[config.mk]
export PLATFORM = sky130hd
export DESIGN_NAME = nes_pad_reader
export DESIGN_NICKNAME = d
export VERILOG_FILES = /design/src/rtl/nes_pad_reader.sv
export SDC_FILE = /design/constraint.sdc
export NUM_CORES = 1
export LEC_CHECK = 0
export ABC_AREA = 1
export CAP_MARGIN = 25
export CELL_PAD_IN_SITES_DETAIL_PLACEMENT = 1
export CELL_PAD_IN_SITES_GLOBAL_PLACEMENT = 1
export CORE_ASPECT_RATIO = 1.2
export CORE_MARGIN = 2
export CORE_UTILIZATION = 49
export CTS_BUF_LIST = sky130_fd_sc_hd__clkbuf_2 sky130_fd_sc_hd__clkbuf_4 sky130_fd_sc_hd__clkbuf_8
export CTS_CLUSTER_SIZE = 20
export DETAILED_ROUTE_END_ITERATION = 6
export PLACE_DENSITY_LB_ADDON = 0.1
export SETUP_SLACK_MARGIN = 0.05
export SYNTH_ARGS = -nofsm -noshare
export SYNTH_HDL_FRONTEND = slang
export SYNTH_SLANG_ARGS = --single-unit
[constraint.sdc]
create_clock -name clk -period 3 [get_ports clk]
set_clock_uncertainty 0.05 [all_clocks]
set_input_delay 0.6 -clock clk [delete_from_list [all_inputs] [get_ports clk]]
set_output_delay 0.6 -clock clk [all_outputs]
set_load 0.005 [all_outputs]
[src/rtl/nes_pad_reader.sv]
// Host-side poller for up to two CD4021-based NES pads sharing latch/clock.
// Latches, clocks out 8 serial bits per pad and commits both bytes atomically.
module nes_pad_reader #(
  parameter int LATCH_CYCLES = 12,
  parameter int HALF_CYCLES  = 6,
  parameter int POLL_CYCLES  = 29830
) (
  input  logic       clk,
  input  logic       rst_n,
  input  logic       enable,
  input  logic [1:0] pad_data,
  output logic       pad_latch,
  output logic       pad_clk,
  output logic [7:0] buttons0,
  output logic [7:0] buttons1,
  output logic       valid
);

  localparam int PH_MAX = (LATCH_CYCLES > HALF_CYCLES) ? LATCH_CYCLES : HALF_CYCLES;
  localparam int PH_W   = $clog2(PH_MAX + 1);
  localparam int POLL_W = $clog2(POLL_CYCLES + 1);

  localparam logic [PH_W-1:0]   LATCH_LAST = PH_W'(LATCH_CYCLES - 1);
  localparam logic [PH_W-1:0]   HALF_LAST  = PH_W'(HALF_CYCLES - 1);
  localparam logic [POLL_W-1:0] POLL_LAST  = POLL_W'(POLL_CYCLES - 1);

  typedef enum logic [2:0] {
    S_IDLE, S_LATCH, S_GAP, S_CLK_HI, S_CLK_LO, S_DONE, S_WAIT
  } state_t;

  state_t            state_q, state_d;
  logic [PH_W-1:0]   phase_q, phase_d;
  logic [2:0]        bit_q, bit_d;
  logic [POLL_W-1:0] poll_q, poll_d;
  logic              latch_q, latch_d;
  logic              pclk_q, pclk_d;
  logic              valid_q, valid_d;
  logic [1:0][7:0]   sh_q, sh_d;
  logic [1:0][7:0]   btn_q, btn_d;
  logic [1:0]        sync1_q, sync1_d;
  logic [1:0]        sync2_q, sync2_d;

  always_comb begin
    state_d = state_q;
    phase_d = phase_q;
    bit_d   = bit_q;
    poll_d  = (poll_q >= POLL_LAST) ? poll_q : poll_q + 1'b1;
    latch_d = 1'b0;
    pclk_d  = 1'b0;
    valid_d = 1'b0;
    sh_d    = sh_q;
    btn_d   = btn_q;
    sync1_d = pad_data;
    sync2_d = sync1_q;

    case (state_q)
      S_IDLE: begin
        poll_d = poll_q;
        if (enable) begin
          state_d = S_LATCH;
          phase_d = '0;
          poll_d  = '0;
          latch_d = 1'b1;
        end
      end
      S_LATCH: begin
        if (phase_q == LATCH_LAST) begin
          state_d = S_GAP;
          phase_d = '0;
        end else begin
          phase_d = phase_q + 1'b1;
          latch_d = 1'b1;
        end
      end
      S_GAP: begin
        if (phase_q == HALF_LAST) begin
          // Pads present A on their output right after the latch falls.
          for (int p = 0; p < 2; p++) sh_d[p][0] = ~sync2_q[p];
          state_d = S_CLK_HI;
          phase_d = '0;
          bit_d   = 3'd1;
          pclk_d  = 1'b1;
        end else begin
          phase_d = phase_q + 1'b1;
        end
      end
      S_CLK_HI: begin
        if (phase_q == HALF_LAST) begin
          state_d = S_CLK_LO;
          phase_d = '0;
        end else begin
          phase_d = phase_q + 1'b1;
          pclk_d  = 1'b1;
        end
      end
      S_CLK_LO: begin
        if (phase_q == HALF_LAST) begin
          for (int p = 0; p < 2; p++) sh_d[p][bit_q] = ~sync2_q[p];
          phase_d = '0;
          if (bit_q == 3'd7) begin
            state_d = S_DONE;
          end else begin
            state_d = S_CLK_HI;
            bit_d   = bit_q + 3'd1;
            pclk_d  = 1'b1;
          end
        end else begin
          phase_d = phase_q + 1'b1;
        end
      end
      S_DONE: begin
        btn_d   = sh_q;
        valid_d = 1'b1;
        state_d = S_WAIT;
      end
      S_WAIT: begin
        // Poll counter started at latch rise, so a short period exits immediately.
        if (poll_q >= POLL_LAST) begin
          if (enable) begin
            state_d = S_LATCH;
            phase_d = '0;
            poll_d  = '0;
            latch_d = 1'b1;
          end else begin
            state_d = S_IDLE;
          end
        end
      end
      default: state_d = S_IDLE;
    endcase
  end

  always_ff @(posedge clk or negedge rst_n) begin
    if (!rst_n) begin
      state_q <= S_IDLE;
      phase_q <= '0;
      bit_q   <= '0;
      poll_q  <= '0;
      latch_q <= 1'b0;
      pclk_q  <= 1'b0;
      valid_q <= 1'b0;
      sh_q    <= '0;
      btn_q   <= '0;
      sync1_q <= 2'b11;
      sync2_q <= 2'b11;
    end else begin
      state_q <= state_d;
      phase_q <= phase_d;
      bit_q   <= bit_d;
      poll_q  <= poll_d;
      latch_q <= latch_d;
      pclk_q  <= pclk_d;
      valid_q <= valid_d;
      sh_q    <= sh_d;
      btn_q   <= btn_d;
      sync1_q <= sync1_d;
      sync2_q <= sync2_d;
    end
  end

  assign pad_latch = latch_q;
  assign pad_clk   = pclk_q;
  assign buttons0  = btn_q[0];
  assign buttons1  = btn_q[1];
  assign valid     = valid_q;

endmodule

==> impl_metrics.py <==
metrics = {
    "floorplan": {
        "die_area_sq_um": 7790,
        "row_count": 33,
        "start_util_pct": 50.7,
        "die_w_microns": 80.9,
        "core_area_sq_um": 6850,
        "dieHeight_microns": 96.3,
        "io_pins": 24,
    },
    "synthesis": {
        "synth_top_cell_area_share_pct": 43.2,
        "yosysTopAreaCell": "dfrtp_1",
        "synth_compound_area_share_pct": 8.06,
        "ys_types": 31,
        "synth-seq-cells": 64,
        "synth_flop_cell": "dfrtp_1",
        "synthTopCellsByArea": "dfrtp_1, nand2_1, nand3_1",
        "synth_top_family_by_area": "simple AND/OR/NAND/NOR gates",
        "synth_nets": 475,
        "syn_area_sq_um": 3480,
        "ys_warn_count": 0,
        "yosysSeqAreaShare_pct": 46.2,
        "async_reset_ff_share_pct": 100,
        "synth_mux_area_share_pct": 0,
        "synth_edf_count": 0,
        "yosys.area_share.xor_xnor_pct": 1.01,
        "synth_fa_ha_area_share_pct": 2.16,
        "synthSimpleGateAreaFrac_pct": 35.7,
        "synthCells": 464,
        "syn_area_per_cell_sq_um": 7.49,
    },
    "timing": {
        "slew_viol_final": 0,
        "timing.hold.ws_ns": 0.256,
        "final.setup.tns_ns": 0,
        "setup_violations": 0,
        "hold_viol_final": 0,
        "layout_min_cycle_time_ns": 2.11,
        "tightest_slew_ns": 0.759,
        "max_freq_mhz": 475,
        "post-route-period-util_pct": 70.2,
        "relSlewSlack_pct": 49.4,
        "rsz0062_at_grt": "false",
    },
    "clocking": {
        "post-cts-setup-buffers": 0,
        "root_buffer": "clkbuf_8",
        "htree_num_levels": 3,
        "holdBufCountCts": 0,
        "cts_tree": "yes",
        "cts.sinks": 64,
        "cts_resized": 0,
        "clk_pin_slew_ns": 0.08,
        "clock_latency_ns": 0.36,
        "clock_path_buffers": 2,
        "cts_made_buffers": 9,
    },
    "worst_setup_path": {
        "crit_type": "register to register",
        "cp-start-kind": "register",
        "cpPeakStageDelay_ns": 0.49,
        "worstPathRequired_ns": 3.19,
        "reg2reg_from": "poll_q[0]",
        "reg2reg_slack_ns": 0.89,
        "critPathLaunch": "poll_q[0]",
        "cp_cell_sequence": "ha_1 > nor2_1 > nor2_1 > nor2_1 > nor2_1 > nor2_1 > nand2_1 > nand3_1 > nand3_1",
        "crit_top_cell": "nor2_1",
        "cp_max_fo": 9,
        "end_kind": "register",
        "cp_slowest_cell": "dfrtp_1",
        "r2r_cells": 9,
        "reg2reg_to": "poll_q[12]",
        "crit_arrival_ns": 2.30,
    },
    "placed_design": {
        "placed_cell_area_sq_um": 3760,
        "place_congestion": 0.839,
        "dp_hpwl_mm": 6.76,
        "io_buffer_count": 23,
    },
    "grt": {
        "antenna_found_initial": 0,
        "grt_first_pass_wirelength_mm": 16.2,
        "grt_max_degree": 35,
        "overflow": 0,
        "gr-usage-all-layers_pct": 27.5,
        "grt_pass1_vias": 3445,
    },
    "power": {
        "leakagePower_nw": 1.98,
        "power_density_nw_per_um2": 793,
        "max-vdd-ir-drop_mv": 0.425,
    },
    "worst_hold_path": {
        "hp-class": "primary input to async pin",
    },
    "route": {
        "drt_iter0_markers": 135,
        "wirelength_mm": 9.61,
        "drc": 0,
        "wl_per_cell_microns": 16.5,
        "vias": 3222,
        "vias_per_cell": 5.54,
        "dr.pass1.iters": 4,
        "drtAntennaViolNets": 0,
    },
    "flow_run": {
        "maxCapViolCount": 0,
    },
    "finish": {
        "final_common_cell": "nand2_1",
        "fillCellCount": 883,
        "num-nets-final": 501,
        "final_cell_mix": "nand2_1, nand3_1, dfrtp_1, nor2_1, inv_1",
        "n_antenna_cell": 0,
        "drive_gt1_share_pct": 9.09,
        "syn2layout_area_growth_pct": 15.4,
        "finish.instance_area_sq_um": 4010,
        "utilization_pct": 58.5,
    },
    "run_status": {
        "status": "finished, final reports clean",
    },
}
-- report_power, final --
| part | total (mW) | internal, mW | switching [mW] |
|---|---|---|---|
| combinational | 0.964 | 0.334 | 0.630 |
| clock | 0.971 | 0.579 | 0.392 |
| sequential | 1.25 | 1.02 | 0.226 |
-- cell families (layout without fill, tap and decap cells) --
logic type      Yosys count  after routing
xor+xnor                  4              4
simple gates            291            291
compound gates           48             48
fa+ha+maj                 6              6
buf+inv                  51             82
flops                    64             64
-- critical path, delay by kind of cell, from the launching register on --
kind	cells	cell delay, ns
adders and majority gates	1	0.25
DFF	1	0.49
and+or+nand+nor	8	1.18
-- cells in the mapped netlist (all sizes together) (2+ instances only) --
cell type / instances
dfstp: 4
a22oi: 2
nor3: 3
nor2: 42
nand2: 174
o21ai: 41
xor2: 3
nand4: 5
dfrtp: 60
inv: 39
buf: 11
nand3: 65
a21oi: 2
ha: 6
-- final cells by class --
| cell class | instances | area [sq um] | share of cell area, % |
|---|---|---|---|
| clock buffers | 10 | 138 | 3.43 |
| flip-flops and latches | 64 | 1610 | 40.1 |
| repair buffers | 26 | 260 | 6.49 |
| clock inverters | 6 | 115 | 2.87 |
| well taps | 87 | 109 | 2.71 |
| multi-input cells | 349 | 1630 | 40.7 |
| inverters | 40 | 150 | 3.74 |
-- flip-flops by register name (all words and copies together), names as in the netlist --
register / flops
buttons1: 8
poll_q: 15
sh_q: 16
buttons0: 8
valid: 1
state_q: 3
sync1_q: 2
bit_q: 3
pad_latch: 1
sync2_q: 2
phase_q: 4
pad_clk: 1
-- stage by stage --
stage	total power [mW]	instances	worst slack (ns)
final	3.18	582	0.894
after global routing	3.39	582	0.749
after CTS	3.19	582	0.881
after detailed placement	2.22	566	0.811
after global placement	2.15	566	0.894
after floorplan	1.93	464	1.40
-- metal layers --
layer / global-route usage (%) / wire, microns
met5: 0 / 0
met4: 9.75 / 164
met3: 5.63 / 263
met2: 51.6 / 5310
met1: 30.2 / 3880
-- worst max path at each step --
stage / to / cells past startpoint
2_1_floorplan: poll_q[2] / 9
3_3_place_gp: poll_q[6] / 7
3_5_place_dp: poll_q[4] / 7
4_1_cts: poll_q[12] / 9
5_1_grt: poll_q[10] / 9
6_report: poll_q[12] / 9
No activity file was read; power rests on OpenSTA's default activity.
==> RTL change 1, RTL diff (same settings) <==
Encoding of `state_t`: now one-hot (7 bits for 7 states).
--- a/src/rtl/nes_pad_reader.sv
+++ b/src/rtl/nes_pad_reader.sv
@@ -26,4 +26,4 @@
 
-  typedef enum logic [2:0] {
-    S_IDLE, S_LATCH, S_GAP, S_CLK_HI, S_CLK_LO, S_DONE, S_WAIT
+  typedef enum logic [6:0] {
+    S_IDLE = 7'b0000001, S_LATCH = 7'b0000010, S_GAP = 7'b0000100, S_CLK_HI = 7'b0001000, S_CLK_LO = 7'b0010000, S_DONE = 7'b0100000, S_WAIT = 7'b1000000
   } state_t;
Function: same outputs for any inputs over 10 cycles, from zero or initial values and one cycle with rst_n low; not proved beyond that.
==> RTL change 1 against the original RTL <==
Cell area up 4.3%; total power fell by 19%; synthesized area rose by 5.8%; die area increased by 5.6%; synthesized cell count up 8.6%; critical path type unchanged; highest routed layer unchanged; sequential cell count up 4; via count grew 7.1%; routed wire length grew 6.1%; worst setup slack got worse by 300 ps.
==> RTL change 1: results (changes against the original RTL) <==
sta:
  tightest_slew_ps: 951  # was 759 ps
final_layout:
  drive_above_1_share: 0.0843  # was 0.0909
  fin_nets: 540  # was 501
setup_path:
  timing.rr.end: "phase_q[1]"  # was poll_q[12]
  rrSetupSlack_ps: 600  # was 890 ps
  crit_slowest_cell: "nor2_1"  # was dfrtp_1
  cp_data_arrival_time_ps: 2640  # was 2300 ps
  reg2reg_depth: 8  # was 9
  crit_fanout: 16  # was 9
  slowest_delay_ps: 750  # was 490 ps
route:
  drt-wirelength-per-cell_um: 16.3  # was 16.5 um
  vias_per_cell: 5.53  # was 5.54
  firstDrtPassIters: 4  # unchanged
  drtIter0Drc: 132  # was 135
global_routing:
  grt_first_pass_wirelength_mm: 17.7  # was 16.2 mm
  track_usage: 0.266  # was 0.275
  grt_pass1_vias: 3718  # was 3445
  grt_max_degree: 69  # was 35
placement:
  hpwlAfterDp_mm: 7.57  # was 6.76 mm
  dp_cells: 608  # was 566
yosys:
  synth.area.top_cells: "dfrtp_1 (43%), nand2_1 (19%), nand3_1 (9.4%)"  # was dfrtp_1 (43%), nand2_1 (19%), nand3_1 (8.9%)
  synth_nets: 515  # was 475
  yosysSeqAreaShare: 0.464  # was 0.462
  syn_inst: 504  # was 464
  yosys_warnings: 0  # unchanged
  synth_cell_type_count: 27  # was 31
  synth_common_cells: "nand2_1 (189), nand3_1 (69), dfrtp_1 (63), nor2_1 (45), inv_1 (38)"  # was nand2_1 (173), nand3_1 (62), dfrtp_1 (60), nor2_1 (37), inv_1 (34)
outcome:
  status: "finished clean"  # unchanged
cts:
  post_cts_buffers: 0  # unchanged
  clk_latency_ps: 340  # was 360 ps
  cts_resized: 0  # unchanged
power_and_ir_drop:
  peakVddDrop_mv: 0.381  # was 0.425 mV
  p_int_w: 0.00162  # was 0.00193 W
  p_leak_nw: 2.13  # was 1.98 nW
## RTL change 1: per-layer routing
layer | track usage | up-vias | share of wire
li1 | - | 1668 | -
met1 | 0.302 | 1723 | 0.40
met2 | 0.504 | 46 | 0.56
met3 | 0.0410 | 15 | 0.024
met4 | 0.0933 | 0 | 0.019
met5 | 0 | - | 0
## RTL change 1: kinds of logic (layout without fill, tap and decap cells)
group | Yosys count | in the layout | share of synthesized area
flops | 68 | 68 | 0.464
simple gates | 334 | 334 | 0.387
fa+ha+maj | 6 | 6 | 0.0204
xor+xnor | 4 | 4 | 0.00952
compound gates | 36 | 36 | 0.0531
buf+inv | 56 | 86 | 0.0653
## RTL change 1: power by group through the flow
stage	sequential [W]	combinational, W	clock [W]
after floorplan	0.00110	0.000498	0
after global placement	0.00114	0.000611	0
after detailed placement	0.00115	0.000659	0
after CTS	0.00114	0.000664	0.000797
after global routing	0.00116	0.000764	0.000834
final	0.00114	0.000658	0.000783
## RTL change 1: cell type report
cell class / instances / area [um^2]
Sequential cell: 68 / 1710
Clock buffer: 9 / 124
Multi-Input combinational cell: 380 / 1730
Fill cell: 955 / 3090
Tap cell: 90 / 113
Inverter: 44 / 165
Clock inverter: 7 / 81.3
Timing Repair Buffer: 26 / 260
## RTL change 1: metrics by stage
step / hold WS [ps] / setup WS [ps] / area (um^2)
2_1_floorplan: 254 / 1450 / 3680
3_3_place_gp: 296 / 733 / 3980
3_5_place_dp: 298 / 581 / 3980
4_1_cts: 225 / 572 / 4180
5_1_grt: 239 / 310 / 4180
6_report: 204 / 598 / 4180
## RTL change 1: worst max-delay path by stage
stage,end,cells after the start
3_5_place_dp,phase_q[1],8
4_1_cts,phase_q[1],8
3_3_place_gp,phase_q[0],8
2_1_floorplan,poll_q[8],10
6_report,phase_q[1],8
5_1_grt,phase_q[2],8
==> RTL change 2, RTL diff (same settings) <==
Made on the original files. `HALF_CYCLES`: 6 -> 8.
--- a/src/rtl/nes_pad_reader.sv
+++ b/src/rtl/nes_pad_reader.sv
@@ -4,3 +4,3 @@
   parameter int LATCH_CYCLES = 12,
-  parameter int HALF_CYCLES  = 6,
+  parameter int HALF_CYCLES  = 8,
   parameter int POLL_CYCLES  = 29830
Function: same outputs for any inputs over 10 cycles, from zero or initial values and one cycle with rst_n low; that may be too few to reach the edited logic, so the function may still have changed.
==> RTL change 2 against the original RTL <==
Worst setup slack got worse by 18 ps; total power decreased by 4.3%; synthesized area increased by 0.50%; routed wire length increased by 3.5%; sequential share of layout area increased by 0.43 points; sequential cell count unchanged; cell area decreased by 1.1%; critical path depth decreased by 1; critical path type unchanged; critical endpoint is now phase_q[0]; highest routed layer unchanged.
==> RTL change 2: results (changes against the original RTL) <==
global_routing:
  antenna_found_initial: 0  # unchanged
  grt_first_pass_wirelength_mm: 16.0  # was 16.2 mm
  grt_pass1_vias: 3365  # was 3445
  grt_max_degree: 65  # was 35
  track_usage: 0.275  # about the same
cts:
  numCtsBuffers: 9  # unchanged
  clkTransAtPathRegs_ps: 80  # about the same
  h-tree-depth: 3  # unchanged
  clk_latency_ps: 350
  root_buffer: "clkbuf_8"  # unchanged
  post_cts_buffers: 0  # unchanged
  cts_buffer_depth: 2  # unchanged
  cts_resized: 0  # unchanged
yosys:
  synth_common_cells: "nand2_1 (178), nand3_1 (71), dfrtp_1 (60), inv_1 (34), nor2_1 (33)"  # was nand2_1 (173), nand3_1 (62), dfrtp_1 (60), nor2_1 (37), inv_1 (34)
  synth_nets: 481  # was 475
  yosysSeqAreaShare: 0.460  # was 0.462
  async_reset_ff_frac: 1.00  # unchanged
  synth_cell_type_count: 31  # unchanged
  synth.area.top_cells: "dfrtp_1 (43%), nand2_1 (19%), nand3_1 (10%)"  # was dfrtp_1 (43%), nand2_1 (19%), nand3_1 (8.9%)
  yosys_warnings: 0  # unchanged
  synth_flop_cell: "dfrtp_1"  # unchanged
placement:
  port_buffers: 23  # unchanged
  hpwlAfterDp_mm: 6.84  # was 6.76 mm
  gp_congestion: 0.839  # about the same
route:
  drc: 0  # unchanged
  drtIter0Drc: 177  # was 135
  drt-wirelength-per-cell_um: 17.0  # was 16.5 um
  firstDrtPassIters: 4  # unchanged
  vias_per_cell: 5.57  # was 5.54
final_layout:
  fin_nets: 505  # was 501
  top_regs: "sh_q (16), poll_q (15)"  # unchanged
  n_fill_cell: 889  # was 883
  diodes: 0  # unchanged
  drive_above_1_share: 0.0900  # was 0.0909
power_and_ir_drop:
  p_leak_nw: 1.99  # was 1.98 nW
  peakVddDrop_mv: 0.397  # was 0.425 mV
setup_path:
  crit_fanout: 15  # was 9
outcome:
  status: "finished clean"  # unchanged
sta:
  tightest_slew_ps: 848  # was 759 ps
min_path:
  hp-class: "reg -> reg"  # was in -> async
RTL change 2: worst paths after layout:
check | from | to | slack (ps) | cells after the start
max | state_q[2] | phase_q[0] | 880 | 8
min | sync1_q[1] | sync2_q[1] | 310 | 0
max reg2reg | state_q[2] | phase_q[0] | 880 | 8
min reg2reg | sync1_q[1] | sync2_q[1] | 310 | 0
max in group asynchronous | rst_n | poll_q[5] | 1960 | 2
min in group asynchronous | rst_n | poll_q[1] | 370 | 2
RTL change 2: per-layer routing:
metal | vias up | wire length (um) | GRT usage
met2 | 49 | 5410 | 0.515
li1 | 1567 | - | -
met4 | 0 | 320 | 0.133
met3 | 25 | 204 | 0.0428
met5 | - | 0 | 0
met1 | 1628 | 4010 | 0.299
RTL change 2: cells by family (layout without fill, tap and decap cells):
kind of cell,after synthesis,in the layout,share of synthesized area
AOI/OAI and AO/OA,45,45,0.0741
xor gates and xnor gates,3,3,0.00752
adders and majority gates,5,5,0.0179
buffers and inverters,54,83,0.0702
DFF,64,64,0.460
muxes,2,2,0.00573
and+or+nand+nor,298,298,0.365
RTL change 2: layout make-up:
class	instances	area share
multi-input combinational	353	0.414
sequential	64	0.405
timing repair buffer	27	0.0643
inverter	40	0.0382
clock buffer	9	0.0312
tap	87	0.0274
clock inverter	7	0.0202
RTL change 2: per-stage QoR:
step | worst slack (ps) | area, um^2 | instances | util | power, W
2_1_floorplan | 1470 | 3490 | 471 | - | 0.00194
3_3_place_gp | 896 | 3760 | 570 | 0.548 | 0.00217
3_5_place_dp | 809 | 3760 | 570 | 0.548 | 0.00224
4_1_cts | 755 | 3960 | 586 | 0.578 | 0.00303
5_1_grt | 729 | 3970 | 587 | 0.579 | 0.00326
6_report | 876 | 3970 | 587 | 0.579 | 0.00304
RTL change 2: critical path, cell delays in order, from the launching register on:
cell	delay [ps]
dfrtp_1	450
nand2_1	150
nor2_4	380
nor2_1	260
buf_4	240
o21ai_0	180
nand2_1	150
nand2_1	90
o21ai_0	80
RTL change 2: power by group:
group / internal, W / switching, W / leakage, nW
clock: 0.000394 / 0.000395 / 0.102
combinational: 0.000345 / 0.000663 / 1.03
sequential: 0.00102 / 0.000227 / 0.859
